$ cat config.mk
export PLATFORM = sky130hd
export DESIGN_NAME = imm_pack
export DESIGN_NICKNAME = d
export VERILOG_FILES = /design/src/rtl/imm_pack_pkg.sv /design/src/rtl/imm_pack_check.sv /design/src/rtl/imm_pack.sv
export SDC_FILE = /design/constraint.sdc
export NUM_CORES = 1
export LEC_CHECK = 0
export ABC_CLOCK_PERIOD_IN_PS = 4000
export BUFFER_PORTS_ARGS = -buffer_cell sky130_fd_sc_hd__buf_2
export CAP_MARGIN = 25
export CORE_MARGIN = 1.5
export CORE_UTILIZATION = 41
export CTS_CLUSTER_DIAMETER = 30
export DETAILED_ROUTE_END_ITERATION = 7
export PLACE_DENSITY = 0.61
export SYNTH_ARGS = -nofsm -noshare
export SYNTH_HDL_FRONTEND = slang
export SYNTH_SLANG_ARGS = --single-unit
$ cat constraint.sdc
create_clock -name clk -period 4 [get_ports clk]
set_input_delay 0 -clock clk [delete_from_list [all_inputs] [get_ports clk]]
set_output_delay 0 -clock clk [all_outputs]
set_load 0.05 [all_outputs]
$ cat src/rtl/imm_pack_pkg.sv
// Shared RISC-V immediate definitions: format selectors, error codes and the
// ext-to-instruction-bit packing used by imm_pack (and mirrored by extend).
package imm_pack_pkg;

  localparam logic [2:0] SRC_I = 3'b000;
  localparam logic [2:0] SRC_S = 3'b001;
  localparam logic [2:0] SRC_B = 3'b010;
  localparam logic [2:0] SRC_J = 3'b011;
  localparam logic [2:0] SRC_U = 3'b100;

  typedef enum logic [1:0] {
    ERR_OK    = 2'b00,
    ERR_RANGE = 2'b01,
    ERR_ALIGN = 2'b10,
    ERR_SRC   = 2'b11
  } err_e;

  // Returns instruction bits [31:7]; imm bit k corresponds to instruction bit k+7.
  function automatic logic [24:0] pack_imm(input logic [31:0] ext, input logic [2:0] src);
    logic [24:0] p;
    p = '0;
    case (src)
      SRC_I: p[24:13] = ext[11:0];
      SRC_S: begin
        p[24:18] = ext[11:5];
        p[4:0]   = ext[4:0];
      end
      SRC_B: begin
        p[24]    = ext[12];
        p[23:18] = ext[10:5];
        p[4:1]   = ext[4:1];
        p[0]     = ext[11];
      end
      SRC_J: begin
        p[24]    = ext[20];
        p[23:14] = ext[10:1];
        p[13]    = ext[11];
        p[12:5]  = ext[19:12];
      end
      SRC_U:   p[24:5] = ext[31:12];
      default: p = '0;
    endcase
    return p;
  endfunction

endpackage

$ cat src/rtl/imm_pack_check.sv
// Combinational range/alignment checker for a sign-extended immediate.
module imm_check
  import imm_pack_pkg::*;
(
  input  logic [31:0] imm_ext,
  input  logic [2:0]  imm_src,
  output logic [1:0]  err
);

  logic w_fit12;
  logic w_fit13;
  logic w_fit21;

  // A value fits an N-bit signed field when every bit from N-1 upward matches.
  assign w_fit12 = (&imm_ext[31:11]) | ~(|imm_ext[31:11]);
  assign w_fit13 = (&imm_ext[31:12]) | ~(|imm_ext[31:12]);
  assign w_fit21 = (&imm_ext[31:20]) | ~(|imm_ext[31:20]);

  always_comb begin
    err = ERR_OK;
    case (imm_src)
      SRC_I, SRC_S: begin
        if (!w_fit12) err = ERR_RANGE;
      end
      SRC_B: begin
        if (imm_ext[0])    err = ERR_ALIGN;
        else if (!w_fit13) err = ERR_RANGE;
      end
      SRC_J: begin
        if (imm_ext[0])    err = ERR_ALIGN;
        else if (!w_fit21) err = ERR_RANGE;
      end
      SRC_U: begin
        if (|imm_ext[11:0]) err = ERR_RANGE;
      end
      default: err = ERR_SRC;
    endcase
  end

endmodule

$ cat src/rtl/imm_pack.sv
// Two-stage immediate packer: stage 1 holds the request and checks it,
// stage 2 holds the packed bits and error code for a ready/valid consumer.
module imm_pack
  import imm_pack_pkg::*;
(
  input  logic        clk,
  input  logic        rst_n,
  input  logic        in_valid,
  output logic        in_ready,
  input  logic [31:0] imm_ext,
  input  logic [2:0]  imm_src,
  output logic        out_valid,
  input  logic        out_ready,
  output logic [24:0] imm,
  output logic [1:0]  err,
  output logic [7:0]  err_cnt
);

  logic        r_s1_valid;
  logic [31:0] r_s1_ext;
  logic [2:0]  r_s1_src;
  logic        r_s2_valid;
  logic [24:0] r_imm;
  logic [1:0]  r_err;
  logic [7:0]  r_err_cnt;

  logic        w_s2_load;
  logic [1:0]  w_err;
  logic [24:0] w_imm;

  imm_check u_check (
    .imm_ext (r_s1_ext),
    .imm_src (r_s1_src),
    .err     (w_err)
  );

  assign w_s2_load = !r_s2_valid || out_ready;
  assign in_ready  = !r_s1_valid || w_s2_load;
  assign w_imm     = (w_err == ERR_OK) ? pack_imm(r_s1_ext, r_s1_src) : '0;

  always_ff @(posedge clk or negedge rst_n) begin
    if (!rst_n) begin
      r_s1_valid <= 1'b0;
      r_s1_ext   <= '0;
      r_s1_src   <= '0;
    end else if (in_ready) begin
      r_s1_valid <= in_valid;
      if (in_valid) begin
        r_s1_ext <= imm_ext;
        r_s1_src <= imm_src;
      end
    end
  end

  always_ff @(posedge clk or negedge rst_n) begin
    if (!rst_n) begin
      r_s2_valid <= 1'b0;
      r_imm      <= '0;
      r_err      <= ERR_OK;
    end else if (w_s2_load) begin
      r_s2_valid <= r_s1_valid;
      if (r_s1_valid) begin
        r_imm <= w_imm;
        r_err <= w_err;
      end
    end
  end

  // Only the result departing s2 this cycle is counted.
  always_ff @(posedge clk or negedge rst_n) begin
    if (!rst_n) begin
      r_err_cnt <= '0;
    end else if (r_s2_valid && out_ready && (r_err != ERR_OK) && (r_err_cnt != 8'hFF)) begin
      r_err_cnt <= r_err_cnt + 8'd1;
    end
  end

  assign out_valid = r_s2_valid;
  assign imm       = r_imm;
  assign err       = r_err;
  assign err_cnt   = r_err_cnt;

endmodule

==> metrics <==
status complete, no violations; register bit total from synthesis ~70; DRT iter0 DRCs ~110; Seq/Total Area, Yosys a little under three fifths; Hold WC Path Type in -> async; cts bufs inserted 9; first drt pass iteration count 4; Synth area leaders dfrtp_1, mux2_2, a22o_1; Max Cap Violations 0; HPWL after DPL ~5000 um; setup tns final 0 ns; Finished Cell Area 4263 um2; H-tree depth 3; clock sink count 72; Final period util 59.09%; nature of the critical path endpoint register; FF-to-FF End imm[11]; DIE WIDTH 91.44 um; Worst-Margin Slew ~0.79 ns; CP arrival about 2.7 ns; Top Metal Used met4; Overflow after GRT 0; clk_lat worst skew about 0.35 ns; crit start category register; row count 32; Synth top area share between 50% and 60%; global-route wire length before repair 11860 um; share of cells above drive strength 1 about 36%; DRC 0; Hold Violations, Final 0; CTS tree done; initial core utilization between 40% and 50%; Slew Limit Headroom 47.05%; synthesized area 3207 um2; Crit Path Category reg -> reg; Antenna diodes 0; FFs w/ async S/R, synth 100.0%; met1 wire length between 3000 and 4000 um; worst reg2reg startpoint r_s1_src[0]; Synth area leader dfrtp_1; Reg2Reg Depth 5; clk buf depth 2; routed len/inst around 15 um; Worst-path clk slew roughly 0.080 ns; Post-Syn Nets 304; CP max FO 12; initial antenna violation count 0; Setup-failing EPs final 0; syn_area_per_cell 12.15 um2; placed cell count 431; P per Cell Area about 500 nW/um2; Final ANT Viol Nets 0; min cycle time layout 2.364 ns; Total Wirelength 7138 um; Primary FF master, synth dfrtp_1; GRT Util Overall a little under a fifth; WP data required 4.28 ns; Die ar. between 8000 and 9000 um2; core area ~7600 um2; Post-CTS Resized 0; boundary pin count between 70 and 80; RSZ-0062 raised after global routing false; vias per cell ~5.2; Synth Instances 264; Worst Skew about 0.0067 ns; Worst VDD drop between 200 and 250 uV; reg2reg setup slack around 1.6 ns; EDFF count, synth 0; clk root buf clkbuf_8; placed inst area around 3700 um2; final non-filler cell total 486; Die H about 91 um; vias in the first global route about 2400; LEAKAGE ~1.9 nW; Post-CTS Setup Inserts 0; # port buffers 75; metal2 WL roughly 3200 um; # nets final approximately 420; DR vias ~2500; synth unique cells 42; largest net degree at the start of global routing 40; GP Congestion a little under 0.8; max-slew violations 0; Max Fclk between 400 and 500 MHz; Syn. warnings 0; Area growth syn-to-layout 32.93%; Met3 Wirelength between 200 and 300 um
-- sequential cells by signal (all words and copies together) (netlist names) --
name        flops
err             2
out_valid       1
r_s1_ext       32
err_cnt         8
r_s1_valid      1
r_s1_src        3
imm            25
-- synth_stat cells (all sizes together), types with 3 or more instances --
library cell	number
dfrtp	72
mux2	37
nand2	28
a22o	13
nand4	11
a31oi	9
clkbuf	9
nor4	8
o21ai	8
o31ai	8
nor2	7
nor2b	6
xnor2	5
buf	4
nand2b	4
nand3	4
a21oi	3
nor3	3
xor2	3
-- layout by cell type (no fill, tap or decap), types with 4 or more instances in the layout --
cell            n
dlygate4sd3_1  39
mux2_2         37
nor2_1          6
nor4_1          5
dfrtp_1        72
nand2_1        28
o21ai_0         8
clkbuf_8       10
nand3_1         4
xnor2_1         5
nand4_1        11
a31oi_1         9
nand2b_1        4
nor2b_1         6
a22o_1         13
buf_2          75
o31ai_1         8
-- area by class of cell --
cell class | count | area (um2)
Tap cell | 102 | 127.6
Fill cell | 679 | 3385
Clock inverter | 6 | 67.56
Inverter | 2 | 7.507
Multi-Input combinational cell | 177 | 1333
Timing Repair Buffer | 117 | 788.3
Clock buffer | 10 | 137.6
Sequential cell | 72 | 1802
-- cell families (layout without fill, tap and decap cells) --
| group | Yosys count | in the layout | synth area share, % |
|---|---|---|---|
| flops | 72 | 72 | 56.18 |
| buf+inv | 15 | 135 | 2.263 |
| xor+xnor | 8 | 8 | 2.185 |
| mux | 38 | 38 | 13.30 |
| compound gates | 51 | 51 | 12.37 |
| simple gates | 79 | 79 | 13.31 |
| fa+ha+maj | 1 | 1 | 0.3901 |
-- worst max-delay path, cell delays in order (launching register included) --
cell and delay (ns):
dfrtp_1 0.53, nor2_2 0.39, a41oi_2 0.19, or3_1 0.57, a221oi_4 0.41, a22o_1 0.20
-- routing by layer --
layer / GRT usage [%] / vias to the layer above
li1: - / 1221
met1: 26.45 / 1231
met2: 27.05 / 58
met3: 3.685 / 10
met4: 7.031 / 0
met5: 0 / -
-- worst max path at each step --
| stage | start | endpoint | slack [ns] | cells after the start |
|---|---|---|---|---|
| after floorplan | out_valid | r_s1_ext[10] | 1.54 | 4 |
| after global placement | r_s1_src[0] | imm[10] | 1.74 | 5 |
| after detailed placement | r_s1_src[0] | imm[11] | 1.67 | 5 |
| after CTS | r_s1_src[0] | imm[11] | 1.64 | 5 |
| after global routing | r_s1_src[0] | imm[4] | 1.48 | 5 |
| final | r_s1_src[0] | imm[11] | 1.64 | 5 |
-- power breakdown --
group | internal, W | switching, W | leakage [nW] | total, W
combinational | 0.000214 | 0.000383 | 0.919 | 0.000597
clock | 0.000307 | 0.000275 | 0.0989 | 0.000582
sequential | 0.000838 | 0.000135 | 0.899 | 0.000974
-- per-stage QoR --
stage / power (W) / hold WS, ns / setup slack, ns / util [%]
after floorplan: 0.001396 / -0.2956 / 1.538 / -
after global placement: 0.001548 / 0.1051 / 1.741 / 47.95
after detailed placement: 0.001558 / 0.1028 / 1.673 / 47.95
after CTS: 0.002175 / 0.2590 / 1.643 / 55.74
after global routing: 0.002265 / 0.3138 / 1.479 / 55.74
final: 0.002153 / 0.2486 / 1.636 / 55.74
-- timing repair --
action / in CTS / in global routing
setup endpoints to repair: 0 / 0
hold buffers: 39 / 0
hold endpoints to repair: 70 / 0
Power figures use the tool's default switching activity.
